===== src/rtl/pc_unit.sv =====
// Fetch-stage program counter: stall hold, prioritised redirects, a pending
// redirect captured during stalls, and a circular call/return address stack.
module pc_unit #(
  parameter int unsigned          PC_WIDTH     = 16,
  parameter int unsigned          STEP         = 1,
  parameter logic [PC_WIDTH-1:0]  RESET_VECTOR = '0,
  parameter logic [PC_WIDTH-1:0]  EXC_VECTOR   = PC_WIDTH'('h0080),
  parameter int unsigned          RAS_DEPTH    = 4
) (
  input  logic                clk,
  input  logic                rst,
  input  logic                stall,
  input  logic                exc_req,
  input  logic                br_taken,
  input  logic [PC_WIDTH-1:0] br_target,
  input  logic                jmp,
  input  logic [PC_WIDTH-1:0] jmp_target,
  input  logic                call,
  input  logic                ret,
  output logic [PC_WIDTH-1:0] pc_out,
  output logic [PC_WIDTH-1:0] pc_next_seq,
  output logic                ras_empty,
  output logic                ras_full,
  output logic                ras_err,
  output logic                redirect_pending
);

  localparam int unsigned PW = $clog2(RAS_DEPTH);
  localparam int unsigned CW = $clog2(RAS_DEPTH + 1);

  logic [PC_WIDTH-1:0] pc_q, pc_d;
  logic                pend_v_q, pend_v_d;
  logic                pend_exc_q, pend_exc_d;
  logic [PC_WIDTH-1:0] pend_tgt_q, pend_tgt_d;
  logic [PW-1:0]       top_q, top_d;
  logic [CW-1:0]       cnt_q, cnt_d;
  logic                err_q, err_d;
  logic                push;
  logic [PC_WIDTH-1:0] ras_q [RAS_DEPTH];

  assign pc_out           = pc_q;
  assign pc_next_seq      = pc_q + PC_WIDTH'(STEP);
  assign ras_empty        = (cnt_q == '0);
  assign ras_full         = (cnt_q == CW'(RAS_DEPTH));
  assign ras_err          = err_q;
  assign redirect_pending = pend_v_q;

  always_comb begin
    pc_d       = pc_q;
    pend_v_d   = pend_v_q;
    pend_exc_d = pend_exc_q;
    pend_tgt_d = pend_tgt_q;
    top_d      = top_q;
    cnt_d      = cnt_q;
    err_d      = 1'b0;
    push       = 1'b0;
    if (stall) begin
      // A pending exception is never displaced by a branch; branches overwrite branches.
      if (exc_req) begin
        pend_v_d   = 1'b1;
        pend_exc_d = 1'b1;
        pend_tgt_d = EXC_VECTOR;
      end else if (br_taken && !(pend_v_q && pend_exc_q)) begin
        pend_v_d   = 1'b1;
        pend_exc_d = 1'b0;
        pend_tgt_d = br_target;
      end
    end else begin
      pend_v_d   = 1'b0;
      pend_exc_d = 1'b0;
      if (exc_req) begin
        pc_d  = EXC_VECTOR;
        cnt_d = '0;
      end else if (br_taken) begin
        pc_d = br_target;
      end else if (pend_v_q) begin
        pc_d = pend_tgt_q;
        if (pend_exc_q) cnt_d = '0;
      end else if (ret) begin
        if (cnt_q == '0) begin
          pc_d  = pc_next_seq;
          err_d = 1'b1;
        end else begin
          pc_d  = ras_q[top_q];
          top_d = top_q - 1'b1;
          cnt_d = cnt_q - 1'b1;
        end
      end else if (jmp) begin
        pc_d = jmp_target;
        if (call) begin
          // When full the new entry lands on the oldest slot; count saturates.
          push  = 1'b1;
          top_d = top_q + 1'b1;
          if (!ras_full) cnt_d = cnt_q + 1'b1;
        end
      end else begin
        pc_d = pc_next_seq;
      end
    end
  end

  always_ff @(posedge clk or negedge rst) begin
    if (!rst) begin
      pc_q       <= RESET_VECTOR;
      pend_v_q   <= 1'b0;
      pend_exc_q <= 1'b0;
      pend_tgt_q <= '0;
      top_q      <= '0;
      cnt_q      <= '0;
      err_q      <= 1'b0;
    end else begin
      pc_q       <= pc_d;
      pend_v_q   <= pend_v_d;
      pend_exc_q <= pend_exc_d;
      pend_tgt_q <= pend_tgt_d;
      top_q      <= top_d;
      cnt_q      <= cnt_d;
      err_q      <= err_d;
    end
  end

  always_ff @(posedge clk) begin
    if (push) ras_q[top_d] <= pc_next_seq;
  end

endmodule


===== config.mk =====
export PLATFORM = sky130hd
export DESIGN_NAME = pc_unit
export DESIGN_NICKNAME = d
export VERILOG_FILES = /design/src/rtl/pc_unit.sv
export SDC_FILE = /design/constraint.sdc
export NUM_CORES = 1
export LEC_CHECK = 0
export BUFFER_PORTS_ARGS = -buffer_cell sky130_fd_sc_hd__buf_2
export CAP_MARGIN = 15
export CORE_ASPECT_RATIO = 0.5
export CORE_MARGIN = 8
export CORE_UTILIZATION = 60
export CTS_CLUSTER_DIAMETER = 100
export DETAILED_ROUTE_END_ITERATION = 10
export GPL_ROUTABILITY_DRIVEN = 0
export PLACE_DENSITY = 0.84
export SETUP_SLACK_MARGIN = 0.1
export SLEW_MARGIN = 30
export SYNTH_ARGS = -nofsm -noshare
export SYNTH_HDL_FRONTEND = slang
export SYNTH_SLANG_ARGS = --single-unit

===== constraint.sdc =====
create_clock -name clk -period 6.69 [get_ports clk]
set_input_delay 0 -clock clk [delete_from_list [all_inputs] [get_ports clk]]
set_output_delay 0 -clock clk [all_outputs]
set_load 0.1 [all_outputs]

# Word-level counts from Yosys, hierarchy flattened
# Memory sizes are Yosys's and may differ from the RTL's.
# Cells that the tools add are included.
# classes
add_sub_neg	5
n_eq_ne	6
muxes	46
bitwise	1
reduce_logical	9
# ops
op	n
$mux W16	8
$mux W3	9
$mux W1	21
$add A16 B1 Y16 const B	1
$mux W2	8
$ne A4 B3 Y1 const B	2
$reduce_bool A4 Y1	2
$reduce_and A7 Y1	1
$add A3 B1 Y3 const B	1
$eq A3 B3 Y1 const B	1
$logic_not A3 Y1	1
$ne A3 B1 Y1 const B	1
$ne A3 B2 Y1 const B	1
$sub A3 B1 Y3 const B	1
$add A2 B1 Y2 const B	1
$logic_and A1 B1 Y1	2
$ne A2 B2 Y1 const B	1
$reduce_and A2 Y1	1
$reduce_bool A2 Y1	1
$sub A2 B1 Y2 const B	1
$logic_not A1 Y1	1
$not A1 Y1	1
# word_totals
reg_bits	40
mem_bits_rw	64
input_bits	40
out_inout_bits	36
wordCells	75
mem_count	1
# memory_table
memory	depth	width	read_ports	rd_ports_with_merged_regs	wr	line	rtl
ras_q	4	16	1	0	1	39	logic [PC_WIDTH-1:0] ras_q [RAS_DEPTH];

# Depth between registers and ports, before layout
# Gate-level depths: netlist of run 1.
# depth
ltp_word	9
ltp_mapped	7
ltp_nobuf	6

# Worst setup path before layout of run 1
# OpenSTA, ideal clock, no wires.
# synth_timing
kind	reg2reg
start	register pc_q[0] (netlist: pc_out[0])
end	memory ras_q[0][14] (data pin)
setup_ns	0.527
arrival_time_ns	3.618
t_required_ns	6.163
path_slack_ns	2.545
path_stages_with_launch	6
n_path_buf	0
path_cell_list	dfrtp_1 ha_1 and3_1 nand2_1 or2_2 xnor2_1
# synth_via
elab_chain_cells	1
# synth_lines
item	line	rtl
from (decl)	31	logic [PC_WIDTH-1:0] pc_q, pc_d;
from (signal assigned)	112	pc_q <= pc_d;
$add A16 B1 Y16	42	assign pc_next_seq = pc_q + PC_WIDTH'(STEP);
net pc_next_seq[14]	21	output logic [PC_WIDTH-1:0] pc_next_seq,
to (decl)	39	
# The timed path passes the listed nets, and every way through them passes these cells.

# Worst setup path after layout of run 1
# layout_timing
start	register pc_q[0] (netlist: pc_out[0])
end	output pc_next_seq[14]
# layout_via
elab_chain_cells	1
# layout_lines
item	line
$add A16 B1 Y16	42
to (decl)	21
# No other way between the ends.

==> results of run 1 <==
==> cells in the mapped netlist (8+ instances only) <==
library cell / instances / area [sq um]
sky130_fd_sc_hd__mux4_2: 15 / 338
sky130_fd_sc_hd__nand4_1: 15 / 93.8
sky130_fd_sc_hd__dfrtp_1: 40 / 1000
sky130_fd_sc_hd__nor2_1: 27 / 101
sky130_fd_sc_hd__clkbuf_1: 14 / 52.6
sky130_fd_sc_hd__o21ai_0: 19 / 95.1
sky130_fd_sc_hd__a22oi_1: 8 / 60.1
sky130_fd_sc_hd__a21oi_1: 21 / 105
sky130_fd_sc_hd__nand2_1: 54 / 203
sky130_fd_sc_hd__o221ai_1: 10 / 87.6
sky130_fd_sc_hd__xnor2_1: 10 / 87.6
sky130_fd_sc_hd__edfxtp_1: 64 / 1920
sky130_fd_sc_hd__nand3_1: 9 / 45.0
==> registers in the layout, indices dropped and copies added, names as in the netlist <==
name,count
pc_out,16
cnt_q,3
redirect_pending,1
ras_err,1
ras_q,64
top_q,2
pend_tgt_q,16
pend_exc_q,1
==> layout make-up <==
type                    count  area, sq um  share of cell area
diodes                      1         2.50            0.000423
clock buffers              10          229              0.0387
clock inverters             6         51.3             0.00867
inverters                   9         33.8             0.00571
multi-input cells         271         1960               0.331
flip-flops and latches    104         2920               0.494
well taps                 112          140              0.0237
repair buffers             96          578              0.0977
==> kinds of logic after synthesis <==
logic type      share of synthesized area
flops                               0.584
buf+inv                            0.0273
simple gates                        0.128
mux                                0.0873
fa+ha+maj                         0.00650
compound gates                      0.139
xor+xnor                           0.0280
==> layer usage <==
layer,up-vias,track usage,share of wire
li1,1743,-,-
met1,1988,0.313,0.40
met2,313,0.371,0.46
met3,44,0.0846,0.11
met4,0,0.0906,0.023
met5,-,0,0
==> final timing paths <==
kind                            slack [ps]                          to  cells after the start
worst max-delay path                  3910             pc_next_seq[14]                      6
min in group asynchronous              160        cnt_q[1]$_DFFE_PN0P_                      2
worst min register to register         470  pend_tgt_q[10]$_DFFE_PN0P_                      2
max in group asynchronous             6160       pc_out[6]$_DFFE_PN0N_                      2
worst max register to register        4250      ras_q[0][10]$_DFFE_PP_                      3
worst min-delay path                    40      pc_out[14]$_DFFE_PN0N_                      5
==> per-stage QoR <==
stage	power [mW]	utilization
floorplan	1.34	-
global placement	1.47	0.677
detailed placement	1.48	0.677
CTS	1.99	0.733
global route	2.05	0.734
finish	1.99	0.734
==> critical path, delay by kind of cell, from the launching register on <==
kind                     cells  cell delay (ps)
AND/OR/NAND/NOR              3              720
flip-flops                   1              530
buffers and inverters        1              510
XOR/XNOR                     1              360
adder cells (fa/ha/maj)      1              310
==> timing repair <==
action / in CTS / in global routing
hold buffers: 17 / 0
buffers inserted: 0 / 0
endpoints found under the hold margin: 56 / 0
==> power by group through the flow <==
stage	clock network, mW	registers [mW]	logic (mW)
detailed placement	0	0.823	0.660
finish	0.505	0.813	0.673
floorplan	0	0.884	0.458
global placement	0	0.822	0.651
CTS	0.508	0.810	0.671
global route	0.533	0.819	0.703
==> results.md, run 1 <==
Outcome:
- The run finished with clean final reports.

Final layout:
- The layout cell share with drive strength beyond 1 is 0.260.
- The library cells used most frequently in the layout, excluding fill and tap cells, are sky130_fd_sc_hd__buf_2, sky130_fd_sc_hd__edfxtp_1, sky130_fd_sc_hd__nand2_1.
- The layout has 520 filler cells.
- The area overhead of the layout relative to synthesis is 18.3%.
- The net count of the finished layout is 533.
- The most common cell after layout, fill and taps aside is sky130_fd_sc_hd__buf_2.
- The final design instance area without fill is 5920 sq um.
- The count of cells in the finished layout, fillers not included, comes to 609.

CTS:
- The CTS tree is done.
- The H-tree was split into 3 levels.
- The clock latency at the later pin of the worst-skew pair is 360 ps.
- In this run, CTS created clock tree buffers numbering 9.
- The number of clock sinks seen by CTS is 104.
- The longest clock path from root to sink contains 2 buffers.
- After clock tree synthesis, the clock-pin slew on the worst setup and hold paths is 70 ps.
- The cell at the root of the clock tree is sky130_fd_sc_hd__clkbuf_16.
- In this run, post-CTS repair resized a total of 0 instances.

Power:
- Of the total power, the share spent switching nets is 0.403.
- The internal power of the cells totals 1.19 mW.
- The share of total power dissipated in the clock network is 0.254.
- The switching power is 803 uW.
- The sequential group share of total power is 0.408.
- The worst-case IR drop observed on VDD is 187 uV.
- Of the total power, combinational logic draws 0.338.
- The power density over the cells is 337 nW/um^2.
- Summed over all cells, the static leakage comes to 2.34 nW.

Min path:
- In this run the most critical hold path is launched from jmp_target[14].
- The path class of the tightest hold or removal check is in2reg.

Die:
- The floorplan step set the die width to 145 um.
- The total area inside the core boundary comes to 8060 sq um.
- The die covers 11,700 sq um.
- Row generation in the floorplan step produced 23 rows.
- 76 I/O pins were placed.
- The die is 80.6 um tall.
- The initial standard-cell utilization of the core is 0.621.

STA:
- The number of setup violations in the final report is 0.
- The setup TNS is 0 ps.
- For the pin with the worst max-slew slack, the measured transition is 958 ps.
- The max-slew violation total from the final report is 0.
- On the final layout, the worst clock skew is 7.71 ps.
- The number of hold-slack violations in the final timing report came to 0.
- The post-layout minimum cycle time is 2780 ps.
- The worst slew margin relative to its limit is 0.362.
- Setup repair after global routing left no endpoint under its margin.
- The fmax is 360 MHz.
- The worst hold margin is 37.7 ps.
- In the finished design, the share of the clock period the worst path needs comes to 0.416.
- After layout, the worst setup slack is 3910 ps.

Place:
- Buffers placed on the I/O ports in this run total 75.
- Once placement completed, the tool counted placed cells totaling 575.
- The HPWL after detailed placement is 9510 um.
- The total placed instance area is 5460 sq um.
- The worst setup timing slack at the placement stage is 4110 ps.

Critical path:
- The kind of critical path is reg2out.
- The worst register-to-register path begins at redirect_pending$_DFFE_PN0P_.
- At the worst endpoint, the arrival time is 2780 ps.
- The worst setup path startpoint is pc_out[0]$_DFFE_PN0N_.
- On the worst path, the slowest cell contributes a delay of 530 ps.
- The signal on the critical path passes through ha_1, and3_1, nand2_1, or2_2, xnor2_1, buf_2.
- The cell with the largest stage delay on the worst path is sky130_fd_sc_hd__dfrtp_1.
- The kind of start point of the critical path is a register.
- The worst setup path is captured at an output pin.
- For the worst setup path, the data required time is 6690 ps.
- Along the worst path, the maximum fanout reaches 7.

Synth:
- In this run, synthesis produced a sequential element count of 104.
- In this run the mean area of a mapped cell was 12.3 sq um.
- The most used flip-flop cell after synthesis is sky130_fd_sc_hd__edfxtp_1.
- Yosys mapped the design onto 57 distinct sky130hd cell types.
- In this run, synthesis inferred 64 flip-flops with an integrated enable.
- The fraction of registers with async set/reset is 0.385.
- The cell count after synthesis came out at 407.
- The net count of the mapped netlist is 449.
- The share of the Yosys chip area taken by registers is 0.584.
- The Yosys warning count is 0.
- The summed instance area of the synthesized netlist is 5000 sq um.

Drt:
- The count of vias placed by the detailed router is 4,088.
- The first detailed-routing pass ran for 6 iterations.
- The count of antenna-violating nets left after detailed routing is 0.
- The number of remaining DRC errors is 0.
- In the final routed layout, each cell accounts on average for 22.9 um.
- The final layout contains routed wiring with a total length of 13,900 um.
- The via-per-instance ratio is 6.71.
- The detailed router's first-iteration violation count is 716.

Global route:
- The overall track demand over capacity in global routing is 0.241.
- The pin count of the biggest net entering global routing is 43.
- The overall overflow remaining after global route is 0.
- The initial antenna violation count is 0.
- The first global-routing pass estimated 21,500 um of wire.
- The via count of the first global-routing pass came to 3,898.

Job:
- The tool flagged a number of max-cap violations equal to 0.
Power figures use the tool's default switching activity.
==> run 2: changes to the inputs <==
--- a/config.mk
+++ b/config.mk
@@ -9,11 +9,11 @@
 export CAP_MARGIN = 15
 export CORE_ASPECT_RATIO = 0.5
 export CORE_MARGIN = 8
-export CORE_UTILIZATION = 60
+export CORE_UTILIZATION = 51
 export CTS_CLUSTER_DIAMETER = 100
 export DETAILED_ROUTE_END_ITERATION = 10
 export GPL_ROUTABILITY_DRIVEN = 0
-export PLACE_DENSITY = 0.84
+export PLACE_DENSITY = 0.76
 export SETUP_SLACK_MARGIN = 0.1
 export SLEW_MARGIN = 30
 export SYNTH_ARGS = -nofsm -noshare
==> constraint.sdc (replaced) <==
create_clock -name clk -period 2.5 [get_ports clk]
set_input_delay 0 -clock clk [delete_from_list [all_inputs] [get_ports clk]]
set_output_delay 0 -clock clk [all_outputs]
set_load 0.1 [all_outputs]
==> run 2 against run 1 <==
Hold slack worse by 20 ps. Clock power rose to 3.1 times the previous value. Routed wire length is 4.9% higher. Cell count grew 5.9%. Critical endpoint is now pc_next_seq[15].
==> results.md, run 2 (synthesis results as in run 1) <==
Die:
- The die height is 86.0 um (+6.8%).
- The initial standard-cell utilization of the core is 0.528 (-0.0930).
- The chip width is 156 um (+7.5%).
- The number of ports placed on the die boundary is 76 (unchanged).
- The area enclosed by the die boundary is 13,400 sq um (+15%).
- The placeable core area is 9480 sq um (+18%).
- The floorplan row count is 25 (+8.7%).

Final layout:
- The number of standard cells in the final layout excluding fillers was 645 (+5.9%).
- The layout cell share with drive strength beyond 1 is 0.353 (+0.0929).
- The antenna diode count came to 0 (-1).
- Relative to the synthesized area, the layout overhead comes to 29.3%.
- Counting flops per register, the top entry is ras_q.
- Leaving out fill and tap cells, the most frequent cell in the layout is sky130_fd_sc_hd__buf_2.
- The number of nets in the final layout is 548 (+2.8%).
- The final design instance area without fill is 6470 sq um (+9.3%).
- The final-layout fill cell count is 696 (+34%).
- Leaving out fill and tap cells, the most frequent cells in the layout are sky130_fd_sc_hd__buf_2, sky130_fd_sc_hd__edfxtp_1, sky130_fd_sc_hd__nand2_1.
- The flip-flop count of the largest register after layout is 64 (unchanged).

Power:
- The power density over the cells is 896 nW/um^2 (+170%).
- The worst-case vdd ir drop is 443 uV (+140%).
- The leakage component of the power is 2.52 nW (+8.0%).

CTS:
- The CTS tree is done.
- The number of clock sinks seen by CTS is 104 (unchanged).
- The buffer count from post-CTS setup fixing is 0 (unchanged).
- The total CTS buffers was 9 (unchanged).
- The clock latency at the later pin of the worst-skew pair is 360 ps (about the same).
- The number of levels the H-tree was split into came to 3 (unchanged).
- The maximum clock insertion buffer count is 2 (unchanged).
- The tree is rooted in a sky130_fd_sc_hd__clkbuf_16.
- The clock-pin slew on the worst setup and hold paths is 80 ps (about the same).

STA:
- The smallest clock period supported by the final layout is computed as 2290 ps.
- The number of setup violations in the final report is 0 (unchanged).
- Timing would allow up to 437 MHz.
- Setup repair after global routing left no endpoint under its margin.
- The final cycle utilization of the critical path is 0.915.
- The setup TNS is 0 ps (unchanged).
- The number of hold-slack violations in the final timing report is 0 (unchanged).
- The max-slew violation total from the final report was 0 (unchanged).
- The slew at the pin closest to its max-slew limit is 712 ps (-246 ps).
- The worst slew margin relative to its limit is 0.525 (+0.164).
- The final clock skew is 9.85 ps (+2.13 ps).

Critical path:
- The largest individual stage delay along the critical path comes from the cell sky130_fd_sc_hd__or4b_1.
- The endpoint kind of the worst setup timing path is an output pin.
- STA classifies the critical path startpoint as a register.
- The worst setup path is of the reg2out kind.
- The terminus of the critical flop-to-flop path is pc_out[9]$_DFFE_PN0N_.
- The arrival time at the worst endpoint is 2290 ps (-490 ps).
- The start of the worst register-to-register path is top_q[0]$_DFF_PN0_.
- The buffering stage count on the worst path with inverters included came to 1 (unchanged).
- The cell class contributing the biggest share of worst-path delay is simple AND/OR/NAND/NOR gates.
- The critical-path maximum fanout came to 8 (+1).
- The endpoint required time on the critical path was 2500 ps (-4190 ps).
- The cell count of the worst reg-to-reg path is 5 (+2).
- The setup slack of the most critical reg-to-reg path is 440 ps (-3810 ps).
- The delay contributed by the slowest stage of the critical path is 630 ps (+100 ps).
- Walking the worst path, the cells encountered are and4_1, nand4_1, or4b_1, nand2_4, buf_6.

Outcome:
- The run finished with clean final reports.

Job:
- The number of maximum-capacitance constraint violations was 0 (unchanged).

Global route:
- The first-pass GRT wire length is 23,200 um (+7.8%).
- The pin count of the biggest net entering global routing is 41 (-4.7%).
- The initial antenna violation count is 0 (unchanged).
- The via count of the first global-routing pass is 3,993 (+2.4%).
- The overall track demand over capacity in global routing was 0.229 (-0.0116).
- The overall overflow remaining after global route is 0 (unchanged).

Place:
- The HPWL after detailed placement was 10,400 um (+9.6%).
- The number of port buffers is 75 (unchanged).
- The total instance count after detailed placement is 613 (+6.6%).
- The total placed instance area came to 5960 sq um (+9.1%).

Drt:
- The count of vias placed by the detailed router is 4,020 (-1.7%).
- The detailed router's first-iteration violation count is 470 (-34%).
- The number of remaining DRC errors was 0 (unchanged).
- The via-per-instance ratio was 6.23 (-7.2%).
- The average wire per cell in the routed design is 22.7 um (-0.93%).
- The sum of routed wire length over all layers is 14,600 um (+4.9%).
- The detailed-router iteration count before antenna repair came to 5 (-1).
- The count of antenna-violating nets left after detailed routing was 0 (unchanged).

Min path:
- The number of stages on the worst hold path is 3 (-2).
- In this run the most critical hold path is launched from jmp_target[4].
- The worst hold path class is in2reg.
- The end point of the worst hold path is pc_out[4]$_DFFE_PN0N_.
[run 2: changes by cell type in the layout (fill, tap and decap cells not counted), moves of 4 or more]
| cell | delta |
|---|---|
| sky130_fd_sc_hd__xor2_4 | +4 |
| sky130_fd_sc_hd__dfrtp_4 | +13 |
| sky130_fd_sc_hd__xor2_1 | -5 |
| sky130_fd_sc_hd__buf_4 | +14 |
| sky130_fd_sc_hd__xnor2_4 | +5 |
| sky130_fd_sc_hd__dfrtp_1 | -15 |
| sky130_fd_sc_hd__xnor2_1 | -7 |
[run 2: how the worst max path moves through the flow]
| stage | from | end | slack [ps] | cells after the start |
|---|---|---|---|---|
| finish | pc_out[8]$_DFFE_PN0N_ | pc_next_seq[15] | 210 | 5 |
| global route | pc_out[0]$_DFFE_PN0N_ | pc_next_seq[15] | 100 | 7 |
| CTS | pc_out[0]$_DFFE_PN0N_ | pc_next_seq[14] | 120 | 6 |
| detailed placement | pc_out[8]$_DFFE_PN0N_ | pc_next_seq[15] | 440 | 5 |
| global placement | pc_out[8]$_DFFE_PN0N_ | pc_next_seq[15] | 490 | 5 |
| floorplan | redirect_pending$_DFFE_PN0P_ | ras_q[3][0]$_DFFE_PP_ | 110 | 5 |
[run 2: layout make-up]
| class | instances | area (sq um) | share of cell area |
|---|---|---|---|
| Sequential cell | 104 | 2970 | 0.460 |
| Multi-Input combinational cell | 271 | 2250 | 0.348 |
| Timing Repair Buffer | 111 | 714 | 0.110 |
| Clock buffer | 9 | 225 | 0.0348 |
| Tap cell | 135 | 169 | 0.0261 |
| Clock inverter | 6 | 100 | 0.0155 |
| Inverter | 9 | 33.8 | 0.00522 |
[run 2: where the power goes]
part / internal (mW) / switching (mW) / leakage [nW]
Sequential: 1.97 / 0.220 / 1.08
Combinational: 0.642 / 1.40 / 1.28
Clock: 0.892 / 0.671 / 0.160
Total: 3.51 / 2.29 / 2.52
[run 2: layer usage]
layer	track usage	vias up	part of all wire
li1	-	1769	-
met1	0.329	1998	0.44
met2	0.336	238	0.46
met3	0.0622	15	0.096
met4	0.0568	0	0.011
met5	0	-	0
[run 2: through the flow]
stage / util / hold WS, ps / setup WS, ps / power [mW]
after floorplan: - / -296 / 106 / 3.74
after global placement: 0.628 / 188 / 485 / 4.18
after detailed placement: 0.629 / 208 / 444 / 4.21
after CTS: 0.681 / 11.9 / 123 / 5.79
after global routing: 0.682 / 12.1 / 99.9 / 5.99
final: 0.682 / 18.0 / 212 / 5.79
[run 2: what timing repair did]
item / in CTS / in global routing
endpoints found under the setup margin: 1 / 3
hold buffers: 17 / 0
resized for setup: 1 / 3
hold endpoints to repair: 56 / 0
[run 2: worst reg2reg max path: cells and delay by family, from the launching register on]
family,cells,cell delay [ps]
multiplexers,1,560
flip-flops,1,620
buffers and inverters,1,330
AO/OA/AOI/OAI,3,430
